===== src/rtl/cla_pkg.sv =====
// Shared types and constants for the nibble-serial CLA adder.
// Pure declarations; no logic, no latency.
// No flow control of its own; used by cla_seq_adder and its slice.
package cla_pkg;

    // Width of one carry-lookahead slice, in bits
    localparam int NIBBLE_W = 4;

    // Operation sequencer states
    typedef enum logic [1:0] {
        IDLE = 2'd0,
        BUSY = 2'd1,
        DONE = 2'd2
    } cla_state_t;

endpackage : cla_pkg


===== src/rtl/cla_4_bit_adder.sv =====
// 4-bit carry-lookahead adder slice with group propagate/generate outputs.
// Purely combinational, zero cycles.
// No handshake; the caller owns all sequencing.
module cla_4_bit_adder (
    input  logic [3:0] a,
    input  logic [3:0] b,
    input  logic       cin,
    output logic [3:0] sum,
    output logic       cout,
    output logic       p,
    output logic       g
);

    logic [3:0] pi;
    logic [3:0] gi;
    logic [4:0] c;

    // Bit propagate/generate, flattened lookahead carries, and group terms
    always_comb begin
        pi   = a ^ b;
        gi   = a & b;
        c[0] = cin;
        c[1] = gi[0] | (pi[0] & cin);
        c[2] = gi[1] | (pi[1] & gi[0]) | (pi[1] & pi[0] & cin);
        c[3] = gi[2] | (pi[2] & gi[1]) | (pi[2] & pi[1] & gi[0])
             | (pi[2] & pi[1] & pi[0] & cin);
        c[4] = gi[3] | (pi[3] & gi[2]) | (pi[3] & pi[2] & gi[1])
             | (pi[3] & pi[2] & pi[1] & gi[0])
             | (pi[3] & pi[2] & pi[1] & pi[0] & cin);
        sum  = pi ^ c[3:0];
        cout = c[4];
        p    = &pi;
        g    = gi[3] | (pi[3] & gi[2]) | (pi[3] & pi[2] & gi[1])
             | (pi[3] & pi[2] & pi[1] & gi[0]);
    end

endmodule : cla_4_bit_adder


===== src/rtl/cla_seq_adder.sv =====
// Nibble-serial WIDTH-bit adder behind a valid/ready request/response handshake.
// Latency: out_valid rises WIDTH/4 cycles after the accept edge; one op per WIDTH/4+2 cycles.
// Backpressure: result holds in DONE until out_ready; in_ready is low outside IDLE.
// Optional: define SIGNED_OVF_EN to build the signed-overflow flag on out_ovf.
module cla_seq_adder
    import cla_pkg::*;
#(
    parameter int WIDTH = 16
) (
    input  logic             clk,
    input  logic             rst_n,
    input  logic             in_valid,
    output logic             in_ready,
    input  logic [WIDTH-1:0] in_a,
    input  logic [WIDTH-1:0] in_b,
    input  logic             in_cin,
    output logic             out_valid,
    input  logic             out_ready,
    output logic [WIDTH-1:0] out_sum,
    output logic             out_cout,
    output logic             out_ovf
);

    localparam int N     = WIDTH / NIBBLE_W;
    localparam int IDX_W = (N > 1) ? $clog2(N) : 1;
    localparam logic [IDX_W-1:0] LAST_IDX = IDX_W'(N - 1);

    cla_state_t          state;
    logic [WIDTH-1:0]    a_sh;
    logic [WIDTH-1:0]    b_sh;
    logic [WIDTH-1:0]    psum;
    logic [WIDTH-1:0]    psum_next;
    logic                carry;
    logic [IDX_W-1:0]    idx;

    logic [NIBBLE_W-1:0] slice_sum;
    logic                slice_cout;
    logic                slice_p;
    logic                slice_g;

    // The low nibble of the shifting operand registers always holds the nibble being added
    cla_4_bit_adder u_slice (
        .a    (a_sh[NIBBLE_W-1:0]),
        .b    (b_sh[NIBBLE_W-1:0]),
        .cin  (carry),
        .sum  (slice_sum),
        .cout (slice_cout),
        .p    (slice_p),
        .g    (slice_g)
    );

    // Partial sum with the current slice result merged in at nibble position idx
    always_comb begin
        psum_next = psum;
        psum_next[NIBBLE_W*int'(idx) +: NIBBLE_W] = slice_sum;
    end

    // Sequencer: accept, iterate N slices, then hold the registered result until taken
    always_ff @(posedge clk or negedge rst_n) begin
        if (!rst_n) begin
            state     <= IDLE;
            in_ready  <= 1'b1;
            out_valid <= 1'b0;
            out_sum   <= '0;
            out_cout  <= 1'b0;
            a_sh      <= '0;
            b_sh      <= '0;
            psum      <= '0;
            carry     <= 1'b0;
            idx       <= '0;
`ifdef SIGNED_OVF_EN
            out_ovf   <= 1'b0;
`endif
        end else begin
            case (state)
                IDLE: begin
                    if (in_valid && in_ready) begin
                        a_sh     <= in_a;
                        b_sh     <= in_b;
                        carry    <= in_cin;
                        idx      <= '0;
                        psum     <= '0;
                        in_ready <= 1'b0;
                        state    <= BUSY;
                    end
                end
                BUSY: begin
                    psum  <= psum_next;
                    carry <= slice_cout;
                    a_sh  <= a_sh >> NIBBLE_W;
                    b_sh  <= b_sh >> NIBBLE_W;
                    idx   <= idx + 1'b1;
                    if (idx == LAST_IDX) begin
                        // Only now does the visible result change
                        out_sum   <= psum_next;
                        out_cout  <= slice_cout;
`ifdef SIGNED_OVF_EN
                        // Operand sign bits are in the low nibble of the shifted registers by now
                        out_ovf   <= (a_sh[NIBBLE_W-1] == b_sh[NIBBLE_W-1])
                                  && (slice_sum[NIBBLE_W-1] != a_sh[NIBBLE_W-1]);
`endif
                        out_valid <= 1'b1;
                        state     <= DONE;
                    end
                end
                DONE: begin
                    if (out_ready) begin
                        out_valid <= 1'b0;
                        in_ready  <= 1'b1;
                        state     <= IDLE;
                    end
                end
                default: begin
                    out_valid <= 1'b0;
                    in_ready  <= 1'b1;
                    state     <= IDLE;
                end
            endcase
        end
    end

`ifndef SIGNED_OVF_EN
    assign out_ovf = 1'b0;
`endif

endmodule : cla_seq_adder

===== config.mk =====
export PLATFORM = sky130hd
export DESIGN_NAME = cla_seq_adder
export DESIGN_NICKNAME = d
export VERILOG_FILES = /design/src/rtl/cla_pkg.sv /design/src/rtl/cla_4_bit_adder.sv /design/src/rtl/cla_seq_adder.sv
export SDC_FILE = /design/constraint.sdc
export NUM_CORES = 1
export LEC_CHECK = 0
export CAP_MARGIN = 0
export CORE_MARGIN = 4
export CORE_UTILIZATION = 54
export DETAILED_ROUTE_END_ITERATION = 7
export MAX_ROUTING_LAYER = met4
export PLACE_DENSITY = 0.79
export REMOVE_ABC_BUFFERS = 1
export SLEW_MARGIN = 20
export SYNTH_ARGS = -nofsm -noshare
export SYNTH_HDL_FRONTEND = slang
export SYNTH_SLANG_ARGS = --single-unit

===== constraint.sdc =====
create_clock -name clk -period 2.35 [get_ports clk]
set_input_delay 0.5875 -clock clk [delete_from_list [all_inputs] [get_ports clk]]
set_output_delay 0.5875 -clock clk [all_outputs]
set_load 0.01 [all_outputs]

==> results.cfg, run 1 <==
[synthesis]
syn_inst = 353
ys_types = 47
synth_async_sr_flop_share_pct = 100
synth_top_flop_cell = dfrtp_1
synth_area_um2 = 3680
ys_ff_latch = 72
syn-mean-instance-area_um2 = 10.4
synth-edff-count = 0
ys_warn_count = 0
seq_area_frac_synth_pct = 49.0

[global_routing]
top_usage_layer = met2
grt_use_met1_pct = 27.4
grt-ovfl-total = 0
grt_start_max_net_pins = 73
grt_usage_pct = 21.6
grt_pass1_vias = 2714
use_met2_pct = 33.3
antenna_found_initial = 0
grt_first_pass_wirelength_um = 13700
use_met3_pct = 4.17

[cells_and_area]
final_nets = 454
final_util_pct = 69.2
area_growth_pct = 22.3
seq_area_um2 = 1800
final_common_cell = dfrtp_1
final_cell_count_no_fill = 487
multi_input_area_um2 = 1680
final_cell_mix = dfrtp_1, clkdlybuf4s50_1, nand2_1
drive_gt1_share_pct = 9.27
stdcell_area_um2 = 4500
n_fill_cell = 526
antenna_cells = 0

[drt]
drcViolationCount = 0
dr.pass1.iters = 4
ant_nets = 0
wire_per_inst_um = 16.5
routed_wl_um = 8050
drtIter0Drc = 152
via_count = 2775
vias_per_cell = 5.70

[sta]
fin_crit_ps = 2050
max_freq_mhz = 489
finalCritPeriodShare_pct = 87.1
relSlewSlack_pct = 40.8
fin_worst_skew_ps = 5.59
rsz0062_at_grt = false
tightest_slew_ps = 888
setup_viol = 0
tns_ps = 0
hold_violations = 0
slew_viol_final = 0

[place]
place_area_um2 = 4280
dp.cells = 471
gp_congestion = 0.899
numPortBuffers = 55
dp_hpwl_um = 5620

[clocking]
clock_path_buffers = 2
cts_tree = yes
cts.sinks = 72
htree_levels = 3
post_cts_buffers = 0
cts_root_buf = clkbuf_8
clk_latency_ps = 350
ctsHoldBuffers = 0
ctsResizeCount = 0
cts_buffers = 9
cts.clk_slew.worst_paths_ps = 70

[critical_path]
path_class = reg2out
critPathMaxStageDelay_ps = 570
path_buf_inv = 1
worst_r2r_path_depth = 3
critical_path_arrival_ps = 1460
worstReg2RegEnd = psum[3]
worst-path-stages = 1
critPathMaxFanout = 5
worstPathCellList = clkdlybuf4s50_1
r2r-start = state[1]
end_kind = output pin
crit_path_start_kind = flop
cp_data_required_time_ps = 1760
slowest_stage = dfstp_2
cp_top_family = flip-flops
r2r_slack_ps = 360

[run_status]
status = finished clean

[pwr]
swShare_pct = 36.9
cellInternalPower_mw = 3.27
combPwrFrac_pct = 40.1
pwr_density_cell_nw_per_um2 = 1150
pwr-share-seq_pct = 39.6
switching_power_mw = 1.91
leakage_nw = 2.17
pwr-share-clk_pct = 20.2
peakVddDrop_v = 0.000468

[die]
top_level_ports = 57
num_rows = 29
die_area_um2 = 8190
initial_core_util_pct = 56.6
dieWidth_um = 90.5
die_y_um = 90.5
core_region_area_um2 = 6490

[min_path]
hold_path_class = in2async

[run]
maxCapViolations = 0
how the worst max path moves through the flow:
stage	startpoint	to	slack [ps]
after floorplan	state[0]	b_sh[0]	-480
after global placement	in_valid	carry	250
after detailed placement	in_valid	carry	190
after CTS	in_ready	in_ready	290
after global routing	state[1]	psum[13]	250
final	in_ready	in_ready	300
layout make-up:
cell class                 count  share of cell area (%)
timing repair buffer          67                    15.0
clock inverter                 2                   0.779
inverter                       7                   0.584
sequential                    72                    40.1
clock buffer                  14                    4.06
tap                           77                    2.14
multi-input combinational    248                    37.4
cell usage after synthesis, drive strengths merged (9+ instances only):
library cell,instances,share of area (%)
buf,18,3.4
dfrtp,71,48
mux2i,28,7.6
nor2,26,2.7
ha,11,3.7
a21oi,9,1.6
nand2,37,3.8
a22o,12,2.9
nand2b,14,2.4
nand3,22,3.0
o21ai,41,5.9
power by group through the flow:
stage / Sequential, mW / Combinational [mW] / Clock [mW]
floorplan: 2.07 / 1.22 / 0
finish: 2.06 / 2.08 / 1.05
global route: 2.12 / 2.30 / 1.13
detailed placement: 2.07 / 2.08 / 0
global placement: 2.04 / 2.01 / 0
CTS: 2.06 / 2.09 / 1.07
cell families (layout without fill, tap and decap cells):
kind of cell	after synthesis	count (layout)	share of synthesized area, %
flip-flops	72	72	49.0
XOR/XNOR	4	4	1.36
buffers and inverters	33	90	5.51
AND/OR/NAND/NOR	115	115	15.5
AO/OA/AOI/OAI	87	87	16.2
adder cells (fa/ha/maj)	12	12	4.29
other	1	1	0.102
multiplexers	29	29	7.93
flip-flops by register name (all words and copies together) (netlist names):
register	cells
a_sh	16
b_sh	16
carry	1
idx	2
in_ready	1
out_cout	1
out_sum	16
out_valid	1
psum	16
state	2
per-stage QoR:
stage,total power [mW],hold WS (ps),worst slack (ps)
after floorplan,3.29,292,-475
final,5.19,232,304
after global placement,4.05,461,248
after detailed placement,4.15,470,195
after CTS,5.21,263,286
after global routing,5.55,273,254
routing by layer:
layer	vias up	routed length [um]
met3	16	376
met2	78	3890
met4	0	204
li1	1352	-
met5	-	0
met1	1329	3580
Power figures use the tool's default switching activity.
==> run 2, diff against run 1 <==
--- a/config.mk
+++ b/config.mk
@@ -8,11 +8,13 @@
 export CAP_MARGIN = 0
 export CORE_MARGIN = 4
 export CORE_UTILIZATION = 54
+export CTS_CLUSTER_SIZE = 24
 export DETAILED_ROUTE_END_ITERATION = 7
 export MAX_ROUTING_LAYER = met4
-export PLACE_DENSITY = 0.79
+export PLACE_DENSITY = 0.8
 export REMOVE_ABC_BUFFERS = 1
 export SLEW_MARGIN = 20
 export SYNTH_ARGS = -nofsm -noshare
 export SYNTH_HDL_FRONTEND = slang
 export SYNTH_SLANG_ARGS = --single-unit
+export TNS_END_PERCENT = 5
==> results.cfg, run 2 (same netlist as run 1, synthesis figures left out) <==
[run_status]
status = finished clean

[pwr]
leakage_nw = 2.13
power_mw = 5.00
peakVddDrop_v = 0.000533
pwr_density_cell_nw_per_um2 = 1130

[die]
core_region_area_um2 = 6490
top_level_ports = 57
dieWidth_um = 90.5
num_rows = 29
die_y_um = 90.5
die_area_um2 = 8190
initial_core_util_pct = 56.6

[drt]
vias_per_cell = 5.79
routed_wl_um = 7860
drcViolationCount = 0
drtIter0Drc = 234
via_count = 2800
wire_per_inst_um = 16.2
dr.pass1.iters = 4
ant_nets = 0

[sta]
relSlewSlack_pct = 47.0
max_freq_mhz = 484
hold_violations = 0
slew_viol_final = 0
tightest_slew_ps = 795
rsz0062_at_grt = false
fin_crit_ps = 2060
finalCritPeriodShare_pct = 87.8
setup_viol = 0
fin_worst_skew_ps = 11.3

[global_routing]
grt_usage_pct = 20.8
antenna_found_initial = 0
grt_start_max_net_pins = 73
grt-ovfl-total = 0
grt_pass1_vias = 2855
grt_first_pass_wirelength_um = 13500

[cells_and_area]
antenna_cells = 0
final_nets = 451
stdcell_area_um2 = 4420
drive_gt1_share_pct = 8.85
final_cell_count_no_fill = 484
final_cell_mix = dfrtp_1, clkdlybuf4s50_1, nand2_1
final_common_cell = dfrtp_1
n_fill_cell = 511
area_growth_pct = 20.1

[clocking]
cts_buffers = 9
htree_levels = 3
post_cts_buffers = 0
ctsResizeCount = 0
cts_tree = yes
cts.sinks = 72
clock_path_buffers = 2
cts.clk_slew.worst_paths_ps = 80
ctsHoldBuffers = 0
clk_latency_ps = 360
cts_root_buf = clkbuf_8

[critical_path]
cp_top_family = flip-flops
path_class = reg2out
slowest_stage = dfstp_2
crit_path_start_kind = flop
end_kind = output pin
path_buf_inv = 1
critical_path_arrival_ps = 1480
cp_data_required_time_ps = 1760
worstPathCellList = clkdlybuf4s50_1
critPathMaxFanout = 5
critPathMaxStageDelay_ps = 570

[place]
numPortBuffers = 55
dp.cells = 468
dp_hpwl_um = 5470
gp_congestion = 0.869
place_area_um2 = 4240

[run]
maxCapViolations = 0

[min_path]
hold_path_class = in2async
## run 2: cell types whose count changed in the layout (fill, tap and decap cells not counted), sizes merged
| cell | change |
|---|---|
| clkbuf | -4 |
| buf | -3 |
| clkinv | +3 |
| clkinvlp | +2 |
| bufinv | -1 |
## run 2: path summary, 6_finish.rpt
| path | slack, ps | from | end | depth (start not counted) |
|---|---|---|---|---|
| min in group clk | 490 | b_sh[9] | b_sh[5] | 2 |
| worst max-delay path | 290 | in_ready | in_ready | 1 |
| worst min register to register | 490 | b_sh[9] | b_sh[5] | 2 |
| max in group asynchronous | 1750 | rst_n | in_ready | 2 |
| worst max register to register | 450 | state[1] | psum[6] | 3 |
| worst min-delay path | 220 | rst_n | psum[7] | 2 |
## run 2: through the flow
step | utilization [%] | worst slack, ps | TNS, ps | hold slack [ps]
2_1_floorplan | - | -475 | -11570 | 292
3_3_place_gp | 65.3 | 411 | 0 | 462
3_5_place_dp | 65.3 | 365 | 0 | 470
4_1_cts | 68.0 | 283 | 0 | 274
5_1_grt | 68.0 | 267 | 0 | 284
6_report | 68.0 | 286 | 0 | 219
## run 2: cell type report
class,instances,area (um^2),share of cell area (%)
flip-flops and latches,72,1800,40.8
multi-input cells,248,1680,38.0
repair buffers,64,638,14.5
clock buffers,10,138,3.12
well taps,77,96.3,2.18
clock inverters,6,35.0,0.793
inverters,7,26.3,0.595
## run 2: power by group
part	internal [mW]	leakage [nW]	switching [mW]
Sequential	1.73	0.956	0.328
Combinational	0.933	1.08	1.14
Clock	0.404	0.0878	0.464
Total	3.06	2.13	1.93
## run 2: per-layer routing
| metal | track usage (%) | part of all wire [%] | wire (um) | vias up |
|---|---|---|---|---|
| li1 | - | - | - | 1342 |
| met1 | 26.1 | 44 | 3500 | 1374 |
| met2 | 33.1 | 49 | 3820 | 73 |
| met3 | 4.83 | 5.4 | 424 | 11 |
| met4 | 7.53 | 1.5 | 114 | 0 |
| met5 | - | 0 | 0 | - |
